<file path="src/rtl/direction_scheduler_if.sv">
`default_nettype none
// +-----------------------------------------------------------------------------+
// | direction_scheduler_if                                                      |
// | Request/heading bundle between keypad logic, scheduler and game-step logic. |
// | Rev 1.0 - initial release                                                   |
// +-----------------------------------------------------------------------------+
interface direction_scheduler_if #(
    parameter int DEPTH = 4
);
    logic                   dirValid;
    logic [1:0]             dirIn;
    logic                   pause;
    logic                   gameOver;
    logic [1:0]             snakeDirection;
    logic                   step;
    logic [$clog2(DEPTH):0] queueCount;
    logic                   dropped;

    modport master (
        output dirValid, dirIn, pause, gameOver,
        input  snakeDirection, step, queueCount, dropped
    );

    modport slave (
        input  dirValid, dirIn, pause, gameOver,
        output snakeDirection, step, queueCount, dropped
    );
endinterface
`default_nettype wire

</file>
<file path="src/rtl/direction_scheduler.sv">
`default_nettype none
// +-----------------------------------------------------------------------------+
// | direction_scheduler                                                         |
// | Filters heading requests, buffers them and applies one per game tick.       |
// | Rev 1.0 - initial release                                                   |
// +-----------------------------------------------------------------------------+
module direction_scheduler #(
    parameter int TICK_CYCLES = 25_000_000,
    parameter int DEPTH       = 4
) (
    input  logic                 clk,
    input  logic                 reset,
    direction_scheduler_if.slave bus
);
    localparam int TW = $clog2(TICK_CYCLES);
    localparam int PW = $clog2(DEPTH);
    localparam int CW = PW + 1;
    localparam logic [TW-1:0] C_TICK_LAST = TW'(TICK_CYCLES - 1);
    localparam logic [CW-1:0] C_FULL      = CW'(DEPTH);

    typedef enum logic [1:0] {
        S_IDLE   = 2'd0,
        S_RUN    = 2'd1,
        S_PAUSED = 2'd2,
        S_HALT   = 2'd3
    } state_t;

    state_t          r_state;
    state_t          w_state_next;
    logic [TW-1:0]   r_tick;
    logic [1:0]      r_mem [DEPTH];
    logic [PW-1:0]   r_wr_ptr;
    logic [PW-1:0]   r_rd_ptr;
    logic [CW-1:0]   r_count;
    logic [1:0]      r_dir;
    logic            r_step;
    logic            r_dropped;

    logic            w_halt_entry;
    logic            w_flush;
    logic            w_wrap;
    logic            w_pop;
    logic            w_full;
    logic [1:0]      w_ref;
    logic            w_reject;
    logic            w_push;

    // gameOver takes priority: no step or pop on the edge that enters HALT
    assign w_halt_entry = bus.gameOver && (r_state != S_IDLE);
    assign w_flush      = w_halt_entry || (r_state == S_HALT);
    assign w_wrap       = (r_state == S_RUN) && !bus.pause && !bus.gameOver
                          && (r_tick == C_TICK_LAST);
    assign w_pop        = w_wrap && (r_count != '0);
    assign w_full       = (r_count == C_FULL);

    // Reference heading is the newest queued entry, judged before any pop
    assign w_ref    = (r_count != '0) ? r_mem[r_wr_ptr - PW'(1)] : r_dir;
    assign w_reject = (bus.dirIn == (w_ref ^ 2'b10))
                   || (bus.dirIn == w_ref)
                   || (w_full && !w_pop)
                   || w_flush;
    assign w_push   = bus.dirValid && !w_reject;

    always_ff @(posedge clk or posedge reset) begin
        if (reset) begin
            r_state <= S_IDLE;
        end else begin
            r_state <= w_state_next;
        end
    end

    always_comb begin
        w_state_next = r_state;
        case (r_state)
            S_IDLE: begin
                if (w_push) begin
                    w_state_next = S_RUN;
                end
            end
            S_RUN: begin
                if (bus.gameOver) begin
                    w_state_next = S_HALT;
                end else if (bus.pause) begin
                    w_state_next = S_PAUSED;
                end
            end
            S_PAUSED: begin
                if (bus.gameOver) begin
                    w_state_next = S_HALT;
                end else if (!bus.pause) begin
                    w_state_next = S_RUN;
                end
            end
            S_HALT: begin
                w_state_next = S_HALT;
            end
            default: begin
                w_state_next = S_IDLE;
            end
        endcase
    end

    always_ff @(posedge clk or posedge reset) begin
        if (reset) begin
            r_tick    <= '0;
            r_wr_ptr  <= '0;
            r_rd_ptr  <= '0;
            r_count   <= '0;
            r_dir     <= 2'b00;
            r_step    <= 1'b0;
            r_dropped <= 1'b0;
            for (int i = 0; i < DEPTH; i++) begin
                r_mem[i] <= 2'b00;
            end
        end else begin
            r_step    <= w_wrap;
            r_dropped <= bus.dirValid && w_reject;
            if (w_flush) begin
                r_tick   <= '0;
                r_wr_ptr <= '0;
                r_rd_ptr <= '0;
                r_count  <= '0;
            end else begin
                // Counting pauses on the same edge that pause is seen
                if ((r_state == S_RUN) && !bus.pause) begin
                    r_tick <= w_wrap ? '0 : r_tick + TW'(1);
                end
                if (w_push) begin
                    r_mem[r_wr_ptr] <= bus.dirIn;
                    r_wr_ptr        <= r_wr_ptr + PW'(1);
                end
                if (w_pop) begin
                    r_dir    <= r_mem[r_rd_ptr];
                    r_rd_ptr <= r_rd_ptr + PW'(1);
                end
                if (w_push && !w_pop) begin
                    r_count <= r_count + CW'(1);
                end else if (w_pop && !w_push) begin
                    r_count <= r_count - CW'(1);
                end
            end
        end
    end

    assign bus.snakeDirection = r_dir;
    assign bus.step           = r_step;
    assign bus.queueCount     = r_count;
    assign bus.dropped        = r_dropped;
endmodule
`default_nettype wire

</file>
<file path="src/flat_wrapper.sv">
// flat-port wrapper written by rule: the top's interface ports become plain ports
module direction_scheduler_flat 
#(
    parameter int TICK_CYCLES = 25_000_000,
    parameter int DEPTH       = 4
)
  (clk, reset, bus_dirValid, bus_dirIn, bus_pause, bus_gameOver, bus_snakeDirection, bus_step, bus_queueCount, bus_dropped);
  direction_scheduler_if #(.DEPTH(DEPTH)) bus_i ();
  input  logic clk;
  input  logic reset;
  input wire logic [$bits(bus_i.dirValid)-1:0] bus_dirValid;
  input wire logic [$bits(bus_i.dirIn)-1:0] bus_dirIn;
  input wire logic [$bits(bus_i.pause)-1:0] bus_pause;
  input wire logic [$bits(bus_i.gameOver)-1:0] bus_gameOver;
  output wire logic [$bits(bus_i.snakeDirection)-1:0] bus_snakeDirection;
  output wire logic [$bits(bus_i.step)-1:0] bus_step;
  output wire logic [$bits(bus_i.queueCount)-1:0] bus_queueCount;
  output wire logic [$bits(bus_i.dropped)-1:0] bus_dropped;
  assign bus_i.dirValid = bus_dirValid;
  assign bus_i.dirIn = bus_dirIn;
  assign bus_i.pause = bus_pause;
  assign bus_i.gameOver = bus_gameOver;
  assign bus_snakeDirection = bus_i.snakeDirection;
  assign bus_step = bus_i.step;
  assign bus_queueCount = bus_i.queueCount;
  assign bus_dropped = bus_i.dropped;
  direction_scheduler #(.TICK_CYCLES(TICK_CYCLES), .DEPTH(DEPTH)) u_core (.clk(clk), .reset(reset), .bus(bus_i));
endmodule
</file>
<file path="config.mk">
export PLATFORM = sky130hd
export DESIGN_NAME = direction_scheduler_flat
export DESIGN_NICKNAME = d
export VERILOG_FILES = /design/src/rtl/direction_scheduler_if.sv /design/src/rtl/direction_scheduler.sv /design/src/flat_wrapper.sv
export SDC_FILE = /design/constraint.sdc
export NUM_CORES = 1
export LEC_CHECK = 0
export CAP_MARGIN = 20
export CORE_ASPECT_RATIO = 0.8
export CORE_MARGIN = 5
export CORE_UTILIZATION = 54
export DETAILED_ROUTE_END_ITERATION = 10
export GPL_ROUTABILITY_DRIVEN = 0
export PLACE_DENSITY = 0.76
export SLEW_MARGIN = 20
export SYNTH_ARGS = -nofsm -noshare
export SYNTH_HDL_FRONTEND = slang
export SYNTH_SLANG_ARGS = --single-unit
</file>
<file path="constraint.sdc">
create_clock -name clk -period 3.1 [get_ports clk]
set_input_delay 0.31 -clock clk [delete_from_list [all_inputs] [get_ports clk]]
set_output_delay 0.31 -clock clk [all_outputs]
set_load 0.05 [all_outputs]
</file>
==> summary.md <==
| Metric | Value |
|---|---|
| Slew headroom | `47.1%` |
| I/O Buffers | `13` |
| RR Startpoint | `u_core.r_tick[23]$_DFFE_PP0P_` |
| CP Launch Type | `register` |
| # hold bufs at CTS | `0` |
| Share of cells above drive strength 1 | `17.8%` |
| Pre-antenna DRT Iters | `4` |
| Dpl hpwl | `3.82 mm` |
| Placed Instances | `around 320` |
| Mux cell area share after synthesis | `7.89%` |
| Initial Util | `55.6%` |
| Largest net degree at the start of global routing | `47` |
| Largest family of logic cells by synthesized area | `simple AND/OR/NAND/NOR gates` |
| Hold Slack | `0.441 ns` |
| Final ANT Viol Nets | `0` |
| Area contributors post-synth | `dfrtp_1 (45%), mux2_2 (4.4%), xnor2_1 (3.8%)` |
| Worst-Skew Late Latency | `0.31 ns` |
| Worst Tran Pin Value | `0.792 ns` |
| R2R Setup Slk | `0.16 ns` |
| Final period util | `between 90% and 100%` |
| Synth top area share | `a little under half` |
| Count leader, synth | `dfrtp_1` |
| Clock tree root driver cell | `clkbuf_8` |
| Gate Count Post-Synth | `~250` |
| Busiest grt layer | `met1` |
| Mean Syn Cell Area | `10.1 um^2` |
| DRC viols | `0` |
| Xor-xnor portion of the synthesized cell area | `under 10%` |
| Outcome | `finished, final reports clean` |
| Ys async rst share | `100%` |
| Num ports | `14` |
| Synth Register Bits | `46` |
| Die ar. | `0.00618 mm^2` |
| DR vias | `1,986` |
| Peak VDD IR | `0.000313 V` |
| Syn. warnings | `0` |
| Worst reg2reg path depth | `9` |
| Global-route wire length before repair | `around 9.4 mm` |
| Total CTS buffers | `5` |
| Initial antenna violation count | `0` |
| Crit path max fanout | `3` |
| Register area share after synthesis | `45.3%` |
| Met3 GRT Util | `5.29%` |
| Slew Limit Fails | `0` |
| Vias in the first global route | `1,984` |
| EDFF count, synth | `0` |
| Diode count | `0` |
| CTS Buffer Depth | `2` |
| DIE WIDTH | `86.7 um` |
| Critical Path AT | `3.18 ns` |
| Syn Nets | `266` |
| Rows | `22` |
| Final setup violation count | `0` |
| Total negative setup slack | `0 ns` |
| Met1 global-route usage | `28.3%` |
| Clock tree sinks | `46` |
| Cell taking the most area after synthesis | `dfrtp_1` |
| Clock slew at reported path FFs | `0.09 ns` |
| Final non-filler cell total | `between 300 and 400` |
| RSZ-0062 raised after global routing | `no` |
| Total power | `0.00108 W` |
| Via density | `5.93` |
| Global Route met2 Usage | `26.7%` |
| Worst flop-to-flop path endpoint | `u_core.bus.queueCount[2]$_DFFE_PP0P_` |
| Synth Area in Simple Gates | `22.6%` |
| Number of DRC markers in iteration 0 | `224` |
| Leak | `1.15 nW` |
| Type of the worst setup path | `register to register` |
| WL final | `5.42 mm` |
| CP endpoint kind | `register` |
| Layout overhead on the synthesized area | `14.0%` |
| Synth unique cells | `44` |
| Pwr per Cell Area | `373 mW/mm^2` |
| Avg WL per Cell | `16.2 um` |
| Minimum clock period after layout | `2.94 ns` |
| Critical Path RT | `3.34 ns` |
| CTS tree | `built` |
| H-tree levels | `2` |
| Fmax | `0.341 GHz` |
| Core Area | `0.00457 mm^2` |
| Synthesized cell area | `0.00254 mm^2` |
| Die Ht | `71.3 um` |
| Post-synthesis compound-gate area fraction | `10.4%` |
| Main synth FF type | `dfrtp_1` |
| Type of the tightest min-delay check | `input pin to asynchronous set/reset pin` |
| Nets@finish | `288` |
| Post-synth top cells | `dfrtp_1 (46), nor2_1 (23), nand2_1 (17)` |
| Max Cap Viol | `0` |
| Final Hold Fails | `0` |
| Final setup skew | `0.00604 ns` |
| Total grt overflow | `0` |
| GRT Resource Usage Total | `19.3%` |
| Synth Area in Adders | `4.14%` |
## timing repair
| item | in CTS | in global routing |
|---|---|---|
| gates resized for setup | 1 | 3 |
| setup endpoints to repair | 1 | 2 |
| pin swaps | 0 | 1 |
| buffers inserted | 0 | 3 |
## where the power goes
group          leakage [nW]  switching, W  internal, W
clock                0.0447      0.000223     0.000163
combinational         0.478     0.0000282    0.0000344
sequential            0.626     0.0000121     0.000619
## cells by family (layout without fill, tap and decap cells)
| group | count (synthesis) | count (layout) |
|---|---|---|
| simple gates | 104 | 104 |
| flops | 46 | 46 |
| compound gates | 39 | 39 |
| buf+inv | 23 | 46 |
| xor+xnor | 17 | 17 |
| mux | 15 | 15 |
| fa+ha+maj | 8 | 8 |
## area by class of cell
| cell class | count | area (um^2) |
|---|---|---|
| Fill cell | 369 | 1680 |
| Multi-Input combinational cell | 183 | 1300 |
| Sequential cell | 46 | 1150 |
| Timing Repair Buffer | 26 | 228 |
| Tap cell | 60 | 75.1 |
| Clock buffer | 5 | 68.8 |
| Inverter | 12 | 46.3 |
| Clock inverter | 3 | 25.0 |
## sequential cells by signal (all words and copies together), names as in the netlist
name and cells:
u_core.bus.dropped 1, u_core.r_wr_ptr 2, u_core.r_mem 8, u_core.r_state 2, u_core.bus.step 1, u_core.r_tick 25
u_core.r_rd_ptr 2, u_core.bus.queueCount 3, u_core.bus.snakeDirection 2
## layout by cell type (no fill, tap or decap), drive strengths merged, types with 3 or more instances in the layout
cell and instances:
dfrtp 46, nor2 23, nand2 17, a21oi 15, clkdlybuf4s50 13, buf 13, nand4 12, inv 12
xnor2 11, mux2 10, and3 9, o21ai 8, or3 8, nand3 8, xor2 6, ha 6
nor4 5, clkbuf 5, nor4b 4, a31o 4, nor3 4, a21o 4, or4 4, mux4 3
o31ai 3, and4 3
## per-stage QoR
step / setup slack (ns) / area (um^2) / util, %
3_3_place_gp: 0.146 / 2770 / 60.6
4_1_cts: 0.0194 / 2860 / 62.7
5_1_grt: 0.0361 / 2890 / 63.3
6_report: 0.165 / 2890 / 63.3
3_5_place_dp: 0.0184 / 2770 / 60.6
2_1_floorplan: 0.0868 / 2540 / -
## critical path, stage by stage (launching register included)
cell	delay, ns
dfrtp_1	0.41
or4b_1	0.57
or4_4	0.47
o2111ai_4	0.22
and4_4	0.25
ha_2	0.20
fa_2	0.21
xnor2_1	0.08
or3_1	0.31
a21oi_1	0.14
## routing by layer
metal  part of all wire [%]  up-vias
li1                       -      959
met1                     50      968
met2                     43       48
met3                    5.3       11
met4                    2.1        0
met5                      0        -
## worst max path at each step
stage / end / slack [ns] / cells past startpoint / startpoint
global route: u_core.bus.queueCount[2]$_DFFE_PP0P_ / 0.04 / 9 / u_core.r_tick[23]$_DFFE_PP0P_
floorplan: u_core.bus.queueCount[2]$_DFFE_PP0P_ / 0.09 / 10 / u_core.bus.queueCount[2]$_DFFE_PP0P_
global placement: u_core.bus.queueCount[2]$_DFFE_PP0P_ / 0.15 / 9 / u_core.r_tick[23]$_DFFE_PP0P_
finish: u_core.bus.queueCount[2]$_DFFE_PP0P_ / 0.16 / 9 / u_core.r_tick[23]$_DFFE_PP0P_
CTS: u_core.bus.queueCount[2]$_DFFE_PP0P_ / 0.02 / 9 / u_core.r_tick[23]$_DFFE_PP0P_
detailed placement: u_core.bus.queueCount[2]$_DFFE_PP0P_ / 0.02 / 9 / u_core.r_tick[23]$_DFFE_PP0P_
Power figures use the tool's default switching activity.
